## src/rtl/jtag_scan_master.sv

```systemverilog
// JTAG scan master: issues DR/IR scans and TAP resets from Run-Test/Idle,
// generating TCK at clk/2 and capturing TDO into rdata (bit 0 first).
module jtag_scan_master #(
    parameter int MAX_LEN = 32,
    parameter int LEN_W   = 6
) (
    input  logic               clk,
    input  logic               reset,
    input  logic               start,
    input  logic [1:0]         cmd,
    input  logic [LEN_W-1:0]   len,
    input  logic [MAX_LEN-1:0] wdata,
    input  logic               tdo,
    output logic               tck,
    output logic               tms,
    output logic               tdi,
    output logic               busy,
    output logic               done,
    output logic               err,
    output logic [MAX_LEN-1:0] rdata
);
    localparam int IDX_W = (MAX_LEN > 1) ? $clog2(MAX_LEN) : 1;

    typedef enum logic [2:0] {IDLE, SEL, CAPTURE, SHIFT, EXIT1, UPDATE, TRST, FINISH} state_t;

    state_t             state, state_nxt;
    logic [LEN_W-1:0]   cnt, cnt_nxt;
    logic               phase, phase_nxt;
    logic               ir_q;
    logic [LEN_W-1:0]   len_q;
    logic [MAX_LEN-1:0] wdata_q;
    logic               accept, bad_cmd, last_bit, in_bit;
    logic               tck_nxt, tms_nxt, tdi_nxt, busy_nxt, done_nxt, err_nxt;

    assign accept  = start && (state == IDLE);
    assign bad_cmd = (cmd == 2'b11) ||
                     (!cmd[1] && ((len == '0) || (len > LEN_W'(MAX_LEN))));

    always_comb begin
        last_bit = 1'b0;
        case (state)
            SEL:           last_bit = (cnt == LEN_W'(ir_q));
            CAPTURE:       last_bit = (cnt == LEN_W'(1));
            SHIFT:         last_bit = (cnt == len_q - LEN_W'(1));
            EXIT1, UPDATE: last_bit = 1'b1;
            TRST:          last_bit = (cnt == LEN_W'(5));
            default:       last_bit = 1'b0;
        endcase
    end

    always_ff @(posedge clk or negedge reset) begin
        if (!reset) begin
            state <= IDLE;
            cnt   <= '0;
            phase <= 1'b0;
            tck   <= 1'b0;
            tms   <= 1'b1;
            tdi   <= 1'b0;
            busy  <= 1'b0;
            done  <= 1'b0;
            err   <= 1'b0;
        end else begin
            state <= state_nxt;
            cnt   <= cnt_nxt;
            phase <= phase_nxt;
            tck   <= tck_nxt;
            tms   <= tms_nxt;
            tdi   <= tdi_nxt;
            busy  <= busy_nxt;
            done  <= done_nxt;
            err   <= err_nxt;
        end
    end

    // FINISH parks a rejected command for one cycle so err lands two clocks after start.
    always_comb begin
        state_nxt = state;
        cnt_nxt   = cnt;
        phase_nxt = phase;
        case (state)
            IDLE: begin
                if (start) begin
                    cnt_nxt   = '0;
                    phase_nxt = 1'b0;
                    if (bad_cmd)            state_nxt = FINISH;
                    else if (cmd == 2'b10)  state_nxt = TRST;
                    else                    state_nxt = SEL;
                end
            end
            FINISH: state_nxt = IDLE;
            default: begin
                if (!phase) begin
                    phase_nxt = 1'b1;
                end else begin
                    phase_nxt = 1'b0;
                    if (last_bit) begin
                        cnt_nxt = '0;
                        case (state)
                            SEL:     state_nxt = CAPTURE;
                            CAPTURE: state_nxt = SHIFT;
                            SHIFT:   state_nxt = EXIT1;
                            EXIT1:   state_nxt = UPDATE;
                            default: state_nxt = IDLE;
                        endcase
                    end else begin
                        cnt_nxt = cnt + LEN_W'(1);
                    end
                end
            end
        endcase
    end

    // Outputs are registered from the next state; tms/tdi only move when a new bit begins.
    always_comb begin
        in_bit   = (state_nxt != IDLE) && (state_nxt != FINISH);
        tck_nxt  = in_bit && phase_nxt;
        tms_nxt  = tms;
        tdi_nxt  = 1'b0;
        busy_nxt = (state_nxt != IDLE);
        done_nxt = (state != IDLE) && (state_nxt == IDLE);
        err_nxt  = (state == FINISH);
        case (state_nxt)
            SEL:     tms_nxt = 1'b1;
            CAPTURE: tms_nxt = 1'b0;
            SHIFT: begin
                tms_nxt = (cnt_nxt == len_q - LEN_W'(1));
                tdi_nxt = wdata_q[cnt_nxt[IDX_W-1:0]];
            end
            EXIT1:   tms_nxt = 1'b1;
            UPDATE:  tms_nxt = 1'b0;
            TRST:    tms_nxt = (cnt_nxt < LEN_W'(5));
            default: tms_nxt = tms;
        endcase
    end

    always_ff @(posedge clk or negedge reset) begin
        if (!reset) begin
            ir_q    <= 1'b0;
            len_q   <= '0;
            wdata_q <= '0;
            rdata   <= '0;
        end else if (accept) begin
            ir_q    <= cmd[0];
            len_q   <= len;
            wdata_q <= wdata;
            rdata   <= '0;
        end else if (state == SHIFT && !phase) begin
            rdata[cnt[IDX_W-1:0]] <= tdo;
        end
    end
endmodule

```

## config.mk

```make
export PLATFORM = sky130hd
export DESIGN_NAME = jtag_scan_master
export DESIGN_NICKNAME = d
export VERILOG_FILES = /design/src/rtl/jtag_scan_master.sv
export SDC_FILE = /design/constraint.sdc
export NUM_CORES = 1
export LEC_CHECK = 0
export ABC_AREA = 1
export BUFFER_PORTS_ARGS = -buffer_cell sky130_fd_sc_hd__buf_2
export CAP_MARGIN = 15
export CORE_MARGIN = 2
export CORE_UTILIZATION = 51
export CTS_BUF_LIST = sky130_fd_sc_hd__clkbuf_16
export DETAILED_ROUTE_END_ITERATION = 8
export HOLD_SLACK_MARGIN = 0.06
export PLACE_DENSITY = 0.76
export SLEW_MARGIN = 20
export SYNTH_ARGS = -nofsm -noshare
export SYNTH_HDL_FRONTEND = slang
export SYNTH_SLANG_ARGS = --single-unit
```

## constraint.sdc

```tcl
create_clock -name clk -period 2.44 [get_ports clk]
set_input_delay 0.244 -clock clk [delete_from_list [all_inputs] [get_ports clk]]
set_output_delay 0.244 -clock clk [all_outputs]
set_load 0.05 [all_outputs]
```

**Word level (Yosys, flattened, before mapping)**

Cells that the tools add are included.

- Register bits: 87
- Logic and storage cells: 86
- Input bits: 44

- Add/sub/neg operators: 2
- Reduce and logical (&&, ||, !) cells: 21
- Magnitude comparators: 5
- Equality and inequality tests: 21
- Multiplexer cells: 24

Operator list:

| kind | count |
|---|---|
| 32-bit 2-to-1 mux | 2 |
| 32-bit bitwise mux | 1 |
| 3-bit equality test (second input constant) | 7 |
| 6-bit 2-to-1 mux | 3 |
| 3-bit 2-to-1 mux | 5 |
| 3-bit by 2-bit equality test with 1-bit output (second input constant) | 4 |
| 6-bit equality test | 2 |
| 5-bit by 6-bit less-than comparator with 1-bit output (second input constant) | 2 |
| 3-bit case mux with 4 select lines | 1 |
| 6-bit case mux with 2 select lines | 1 |
| 1-bit logical AND | 7 |
| 6-bit by 1-bit adder with 6-bit output (second input constant) | 1 |
| 3-bit by 1-bit equality test with 1-bit output (second input constant) | 2 |
| 6-bit by 1-bit equality test with 1-bit output | 1 |
| 6-bit by 1-bit equality test with 1-bit output (second input constant) | 1 |
| 6-bit by 3-bit equality test with 1-bit output (second input constant) | 1 |
| 6-bit > comparator (second input constant) | 1 |
| 3-bit logical NOT | 2 |
| 6-bit logical NOT | 1 |
| 6-bit by 3-bit less-than comparator with 1-bit output (second input constant) | 1 |
| 3-bit case mux with 2 select lines | 1 |
| 3-bit nonzero test | 2 |
| 2-bit OR reduction | 3 |
| 6-bit by 1-bit subtractor with 6-bit output (second input constant) | 1 |
| 13 further kinds | 20 |

**Depth between registers and ports, before layout**

Gate-level depths: netlist of run 1.

- Depth in word-level cells: 10
- Mapped depth: 25
- Gate-level depth less buffers: 25

**Worst setup path after synthesis of run 1**

No wires, ideal clock.

- Path type: reg-to-reg
- From: reg len_q[0]
- To: reg tdi
- Period minus slack after synthesis: 2.435 ns
- Setup time: 0.119 ns
- Stages on the path, launching flop included: 21
- Required time: 2.321 ns
- Path slack: 0.005 ns
- Data arrival time: 2.316 ns
- Cells stage by stage: dfrtp_1 -> clkinv_1 -> ha_1 -> nand2_1 -> inv_1 -> nor2_1 -> nand2_2 -> nand3_2 -> nand2_1 -> nor2_2 -> nand3_2 -> nand2_2 -> nand3_4 -> a21oi_4 -> nand3_1 -> nand2_1 -> nand2_1 -> nand2_1 -> inv_1 -> a21oi_1 -> nor2_1

- Cells in the longest elaborated chain, start to end: 9
- Elaborated cells between the ends (all ways): 13
- Those cells by class: add/sub (1); eq/ne (2); mux (10)

RTL lines:

| what | RTL line | RTL |
|---|---|---|
| start, declared | 30 | `logic [LEN_W-1:0] len_q;` |
| start signal, assigned | 144 | `len_q <= len;` |
| 6-bit by 1-bit subtractor with 6-bit output (*) | 44 | `SHIFT: last_bit = (cnt == len_q - LEN_W'(1));` |
| 6-bit equality test (*) | 44 |  |
| 1-bit case mux with 5 select lines (*) | 41 | `case (state)` |
| 6-bit 2-to-1 mux | 96 | `if (last_bit) begin` |
| 6-bit 2-to-1 mux | 92 | `if (!phase) begin` |
| 6-bit case mux with 2 select lines | 80 | `case (state)` |
| 1-bit binary-select mux with 5-bit select | 127 | `tdi_nxt = wdata_q[cnt_nxt[IDX_W-1:0]];` |
| 1-bit 2-to-1 mux (not written as such) | 127 |  |
| 1-bit 2-to-1 mux (*) | 122 | `case (state_nxt)` |
| net tdi_nxt | 33 | `logic tck_nxt, tms_nxt, tdi_nxt, busy_nxt, done_nxt, err_nxt;` |
| end signal, assigned | 68 | `tdi <= tdi_nxt;` |
| end, declared | 16 | `output logic tdi,` |

Mark *: on every way through the listed nets, which the timed path passes. The rest lies on a longest branch. The select of a mux whose other input is x is not followed.
A chain may end at the register's enable or synchronous reset.

**Worst setup path after layout of run 1**

Same ends and word-level chain as after synthesis.

==> flow_summary.yaml, run 1 <==
run_status:
  status: "complete, but fails checks"
  violations: "setup timing"
final_layout:
  finish.instance_area_mm2: 0.00609
  seqCellArea_mm2: 0.00218
  mostFrequentLayoutCell: "nand2_1"
  syn_to_final_growth_pct: 23.7
  fillers: 842
  multi_input_area_mm2: 0.00245
  final_cell_mix: "nand2_1 (277), dfrtp_1 (85), buf_2 (80)"
  n_antenna_cell: 0
  drive_gt1_share_pct: 24.3
  nets: 852
grt:
  grt_pass1_wl_um: 21000
  grt_max_degree: 54
  antenna_found_initial: 0
  overflow: 0
  grtUsageTotal_pct: 25.5
  grt_pass1_vias: 4506
detailed_routing:
  ant_nets: 0
  first_pass_iters: 5
  num_vias: 4846
  drt-total-wl_um: 12900
  post_drt_wl_per_cell_um: 13.7
  drt-initial-drc-count: 319
  viasPerCell: 5.17
  drc_errors: 0
placement:
  place_area_mm2: 0.00567
  place_congestion: 0.899
  pre_cts_ws_ns: -0.104
  place.port_buffers: 81
  dp_hpwl_um: 9010
synthesis:
  avgSynthCellArea_um2: 7.11
  synthesis.nets: 741
  yosys.area.top_type: "dfrtp_1"
  synth_cells: 692
  synth_seq_cells: 87
  seq_area_frac_synth_pct: 44.3
  ys_types: 37
  async_reset_ff_share_pct: 100
  synth-edff-count: 0
  ys.flop_type: "dfrtp_1"
  ys_warn_count: 0
  synth_top_area_share_pct: 43.7
  synth_area_leaders: "dfrtp_1 (44%), nand2_1 (22%), nand3_1 (7.4%)"
  syn-cell-area_mm2: 0.00492
timing:
  layout_setup_ws_ns: -0.0862
  timing.final.crit_share_pct: 104
  min_period_ns: 2.53
  worstMarginPinSlew_ns: 0.682
  fmax_ghz: 0.396
  setup_viol: 3
  hold_viol: 0
  fin_skew_ns: 0.0105
  rsz0062_at_grt: "yes"
  slew_violations: 0
  hold_ws_ns: 0.0930
  slew_headroom_pct: 54.5
worst_setup_path:
  r2r-end: "tdi"
  r2r_start: "len_q[0]"
  critPathArrivalTime_ns: 2.76
  critPathLaunchType: "register"
  startpoint: "len_q[0]"
  path_class: "register to register"
  crit_required_ns: 2.67
  r2r_slack_ns: -0.09
  worstRegToRegCells: 19
  cp-endpoint: "tdi"
  crit_path_end_kind: "register"
  cp_max_fo: 8
die:
  die_y_um: 102
  die_area_mm2: 0.0105
  coreArea_mm2: 0.00928
  num_rows: 35
  start_util_pct: 53.0
  dieWidth_um: 102
  io_pins: 82
clock_network:
  htreeDepth: 3
  cts.sinks: 87
  root_buffer: "clkbuf_16"
  cts_buffers: 9
  cts.reportedPaths.clkPinSlew_ns: 0.06
  cts_buffer_depth: 2
  clkLatencyLatePin_ns: 0.34
  cts_tree: "built"
pwr:
  ir_worst_vdd_mv: 0.656
  p_leak_uw: 0.00358
  p_per_area_mw_per_mm2: 1290
flow_run:
  max_cap_violations: 0
worst_hold_path:
  min_path_type: "input pin to register"
worst max-delay path, cell delays in order, from the launching register on:
cell and delay [ns]:
dfrtp_1 0.37, clkinv_2 0.09, ha_4 0.29, inv_4 0.05, nand3_2 0.06, nand2_1 0.05, nor2_1 0.09, nand2_1 0.07
nor2_2 0.14, nand3_2 0.10, nand2_2 0.09, nand3_4 0.19, a21oi_4 0.30, nand3_2 0.11, nand2_2 0.08, nand2_1 0.05
nand2_1 0.06, inv_1 0.04, a21oi_2 0.12, nor2_1 0.05
how the worst min path moves through the flow:
stage / start / to / slack, ns / cells after the start
5_1_grt: wdata[10] / wdata_q[10] / 0.09 / 3
4_1_cts: wdata[10] / wdata_q[10] / 0.09 / 3
3_3_place_gp: reset / rdata[25] / 0.32 / 1
2_1_floorplan: reset / busy / -0.05 / 0
6_report: wdata[7] / wdata_q[7] / 0.09 / 3
3_5_place_dp: reset / rdata[22] / 0.33 / 1
per-layer routing:
| metal | routed length (µm) | share of wire [%] | vias up | track usage, % |
|---|---|---|---|---|
| li1 | - | - | 2384 | - |
| met1 | 5620 | 44 | 2258 | 34.0 |
| met2 | 6250 | 49 | 172 | 42.5 |
| met3 | 706 | 5.5 | 32 | 4.65 |
| met4 | 269 | 2.1 | 0 | 8.10 |
| met5 | 0 | 0 | - | 0 |
cell usage after synthesis, types with 2 or more instances:
cell type  count
nand2_1      285
dfrtp_1       86
nand3_1       73
inv_1         72
o21ai_0       41
nor2_1        40
clkbuf_1      14
a21oi_1        8
nand2_2        8
nand4_1        7
ha_1           5
inv_2          5
clkinv_1       4
nor2_2         4
nor3_1         4
buf_4          3
nor2_4         3
o21ai_2        3
xor2_1         3
a21oi_2        2
a21oi_4        2
buf_2          2
nand2_4        2
nand3_2        2
o21ai_4        2
cells by family after synthesis:
family,count (synthesis),share of synthesized area [%]
compound gates,62,7.83
fa+ha+maj,5,1.27
flops,87,44.3
buf+inv,102,8.21
xor+xnor,4,0.712
simple gates,432,37.7
final cells by class:
type                       instances  share of cell area (%)
multi-input combinational        504                    40.2
clock buffer                       9                    3.70
tap                              129                    2.65
inverter                          81                    5.06
sequential                        87                    35.8
timing repair buffer             120                    11.8
clock inverter                     7                   0.719
per-stage QoR:
step                      TNS [ns]  util, %  total power, µW  std cells
after detailed placement    -0.117     61.1             6230        916
after global placement    -0.00974     61.1             6140        916
after global routing        -0.858     65.6             8470        937
after CTS                        0     64.9             7680        935
after floorplan                  0        -             5130        692
final                       -0.188     65.6             7870        937
flip-flops by register name, indices dropped and copies added (netlist names):
signal   flops
wdata_q     32
state        3
rdata       32
tms          1
cnt          6
len_q        6
ir_q         1
tck          1
done         1
busy         1
tdi          1
phase        1
err          1
timing repair:
item | in CTS | in global routing
endpoints found under the hold margin | 52 | 0
pin swaps | 6 | 20
endpoints found under the setup margin | 3 | 3
gates cloned | 1 | 0
resized for setup | 18 | 14
setup buffers | 1 | 2
hold buffers | 1 | 0
power breakdown:
group          leakage [µW]  total [µW]  switching [µW]  internal (µW)
clock network      0.000135        1260             575            682
registers           0.00114        2220             329           1890
logic               0.00231        4390            2840           1550
No activity file was read; power rests on OpenSTA's default activity.
==> run 2, diff against run 1 <==
==> constraint.sdc (replaced) <==
create_clock -name clk -period 2.44 [get_ports clk]
set_input_delay 0.366 -clock clk [delete_from_list [all_inputs] [get_ports clk]]
set_output_delay 0.366 -clock clk [all_outputs]
set_load 0.05 [all_outputs]
==> run 2 against run 1 <==
Via count rose by 0.37%. Clock power increased by 6%. Largest cell class unchanged. Wire length down 0.16%. Non-clock buffer count rose by 6. Flip-flop and latch count stayed put. Worst setup slack got worse by 0.0069 ns. The run still ends with setup timing left. Die area unchanged. Final cell count grew 0.64%. First-iteration DRC count decreased by 4.7%. Total power increased by 1.6%. Register-to-register slack barely moved.
==> flow_summary.yaml, run 2 (same netlist as run 1, synthesis figures left out) <==
die:
  coreArea_mm2: 0.00928
  num_rows: 35
  dieWidth_um: 102
  start_util_pct: 53.0
  die_area_mm2: 0.0105
  die_y_um: 102
  io_pins: 82
grt:
  grt_pass1_vias: 4520
  grtUsageTotal_pct: 25.5
  overflow: 0
  grt_pass1_wl_um: 20800
  grt_max_degree: 61
  antenna_found_initial: 0
worst_setup_path:
  max_stage_delay_ns: 0.37
  critPathLaunchType: "register"
  r2r_slack_ns: -0.09
  cp_max_fo: 8
  crit_path_end_kind: "register"
  crit_path_top_delay_cell: "dfrtp_1"
  path_common_cell: "nand2_1"
  worstPathCellList: "clkinv_2 -> ha_4 -> inv_4 -> nand3_2 -> nand2_1 -> nor2_1 -> nand2_1 -> nor2_2 -> nand3_2 -> nand2_2 -> nand3_4 -> nand2_2 -> o21ai_4 -> nor2_1 -> nand2_1 -> nand2_1 -> inv_1 -> a21oi_1 -> nor2_1"
  r2r-end: "tdi"
  path_class: "register to register"
  worstRegToRegCells: 19
  crit_required_ns: 2.68
  cp-endpoint: "tdi"
  startpoint: "len_q[0]"
  r2r_start: "len_q[0]"
  critPathArrivalTime_ns: 2.77
timing:
  slew_violations: 0
  slew_headroom_pct: 68.6
  setup_viol: 2
  timing.final.crit_share_pct: 104
  fin_skew_ns: 0.00813
  fmax_ghz: 0.395
  hold_ws_ns: 0.207
  rsz0062_at_grt: "yes"
  worstMarginPinSlew_ns: 0.472
  min_period_ns: 2.53
  tns_ns: -0.147
  layout_setup_ws_ns: -0.0931
  hold_viol: 0
clock_network:
  cts_buffers: 9
  root_buffer: "clkbuf_16"
  cts_buffer_depth: 2
  cts.sinks: 87
  clkLatencyLatePin_ns: 0.35
  htreeDepth: 3
  cts_tree: "built"
  cts.reportedPaths.clkPinSlew_ns: 0.07
pwr:
  ir_worst_vdd_mv: 0.676
  p_clk_share_pct: 16.7
  combPwrFrac_pct: 55.4
  p_switching_uw: 3810
  p_seq_share_pct: 27.9
  p_leak_uw: 0.00360
  p_sw_share_pct: 47.6
  p_int_uw: 4190
  p_per_area_mw_per_mm2: 1300
detailed_routing:
  drt-total-wl_um: 12800
  viasPerCell: 5.16
  drc_errors: 0
  drt-initial-drc-count: 304
  first_pass_iters: 5
  ant_nets: 0
  post_drt_wl_per_cell_um: 13.6
  num_vias: 4864
worst_hold_path:
  min_path_type: "input pin to register"
placement:
  pre_cts_ws_ns: -0.0901
  place_congestion: 0.896
  dp_hpwl_um: 9040
  place.port_buffers: 81
final_layout:
  drive_gt1_share_pct: 25.4
  mostFrequentLayoutCell: "nand2_1"
  nets: 858
  largest_registers: "rdata: 32 flops, wdata_q: 32 flops"
  syn_to_final_growth_pct: 24.5
  n_antenna_cell: 0
  final_cell_mix: "nand2_1 (274), dfrtp_1 (84), buf_2 (80)"
run_status:
  status: "complete, but fails checks"
  violations: "setup timing"
flow_run:
  max_cap_violations: 0
## run 2: changes by cell type in the layout (fill, tap and decap cells not counted), sizes merged
cell      before  now
buf          119  125
clkinvlp       2    0
clkinv         6    7
inv           80   81
## run 2: how the worst min path moves through the flow
stage | from | to | slack (ns) | depth (start not counted)
after detailed placement | reset | rdata[22] | 0.32 | 1
after CTS | wdata[2] | wdata_q[2] | 0.21 | 3
final | wdata[12] | wdata_q[12] | 0.21 | 3
after global placement | reset | rdata[26] | 0.31 | 1
after global routing | wdata[26] | wdata_q[26] | 0.22 | 3
after floorplan | reset | busy | 0.07 | 0
## run 2: area by class of cell
type	count	area (µm²)
inverters	81	310
fillers	855	3150
well taps	129	161
clock inverters	7	55.1
clock buffers	9	225
repair buffers	126	761
flip-flops and latches	87	2180
multi-input cells	504	2440
## run 2: worst max-delay path, delay by kind of cell, from the launching register on
kind | cells | cell delay (ns)
AO/OA/AOI/OAI | 2 | 0.24
adder cells (fa/ha/maj) | 1 | 0.29
buffers and inverters | 3 | 0.18
flip-flops | 1 | 0.37
AND/OR/NAND/NOR | 13 | 1.33
## run 2: repair_timing
item,in CTS,in global routing
hold buffers,1,0
gates resized for setup,14,19
cloned,1,0
endpoints found under the setup margin,2,3
endpoints found under the hold margin,27,0
setup buffers,4,4
pin swaps,4,17
## run 2: power groups by stage
stage               Clock, µW  Combinational, µW  Sequential (µW)
global route             1400               4920             2280
global placement            0               3940             2220
CTS                      1340               4210             2210
floorplan                   0               2740             2390
detailed placement          0               4010             2230
finish                   1330               4430             2230
## run 2: routing by layer
| metal | global-route usage (%) | vias up | part of all wire, % |
|---|---|---|---|
| li1 | - | 2403 | - |
| met2 | 41.0 | 170 | 48 |
| met5 | 0 | - | 0 |
| met3 | 4.79 | 24 | 6.1 |
| met4 | 9.03 | 0 | 2.1 |
| met1 | 34.6 | 2267 | 44 |
## run 2: through the flow
stage | cells | area (µm²) | power [µW] | util, %
finish | 943 | 6130 | 8000 | 66.0
global route | 943 | 6130 | 8590 | 66.0
CTS | 939 | 6050 | 7760 | 65.1
detailed placement | 917 | 5680 | 6250 | 61.1
global placement | 917 | 5680 | 6160 | 61.1
floorplan | 692 | 4920 | 5130 | -
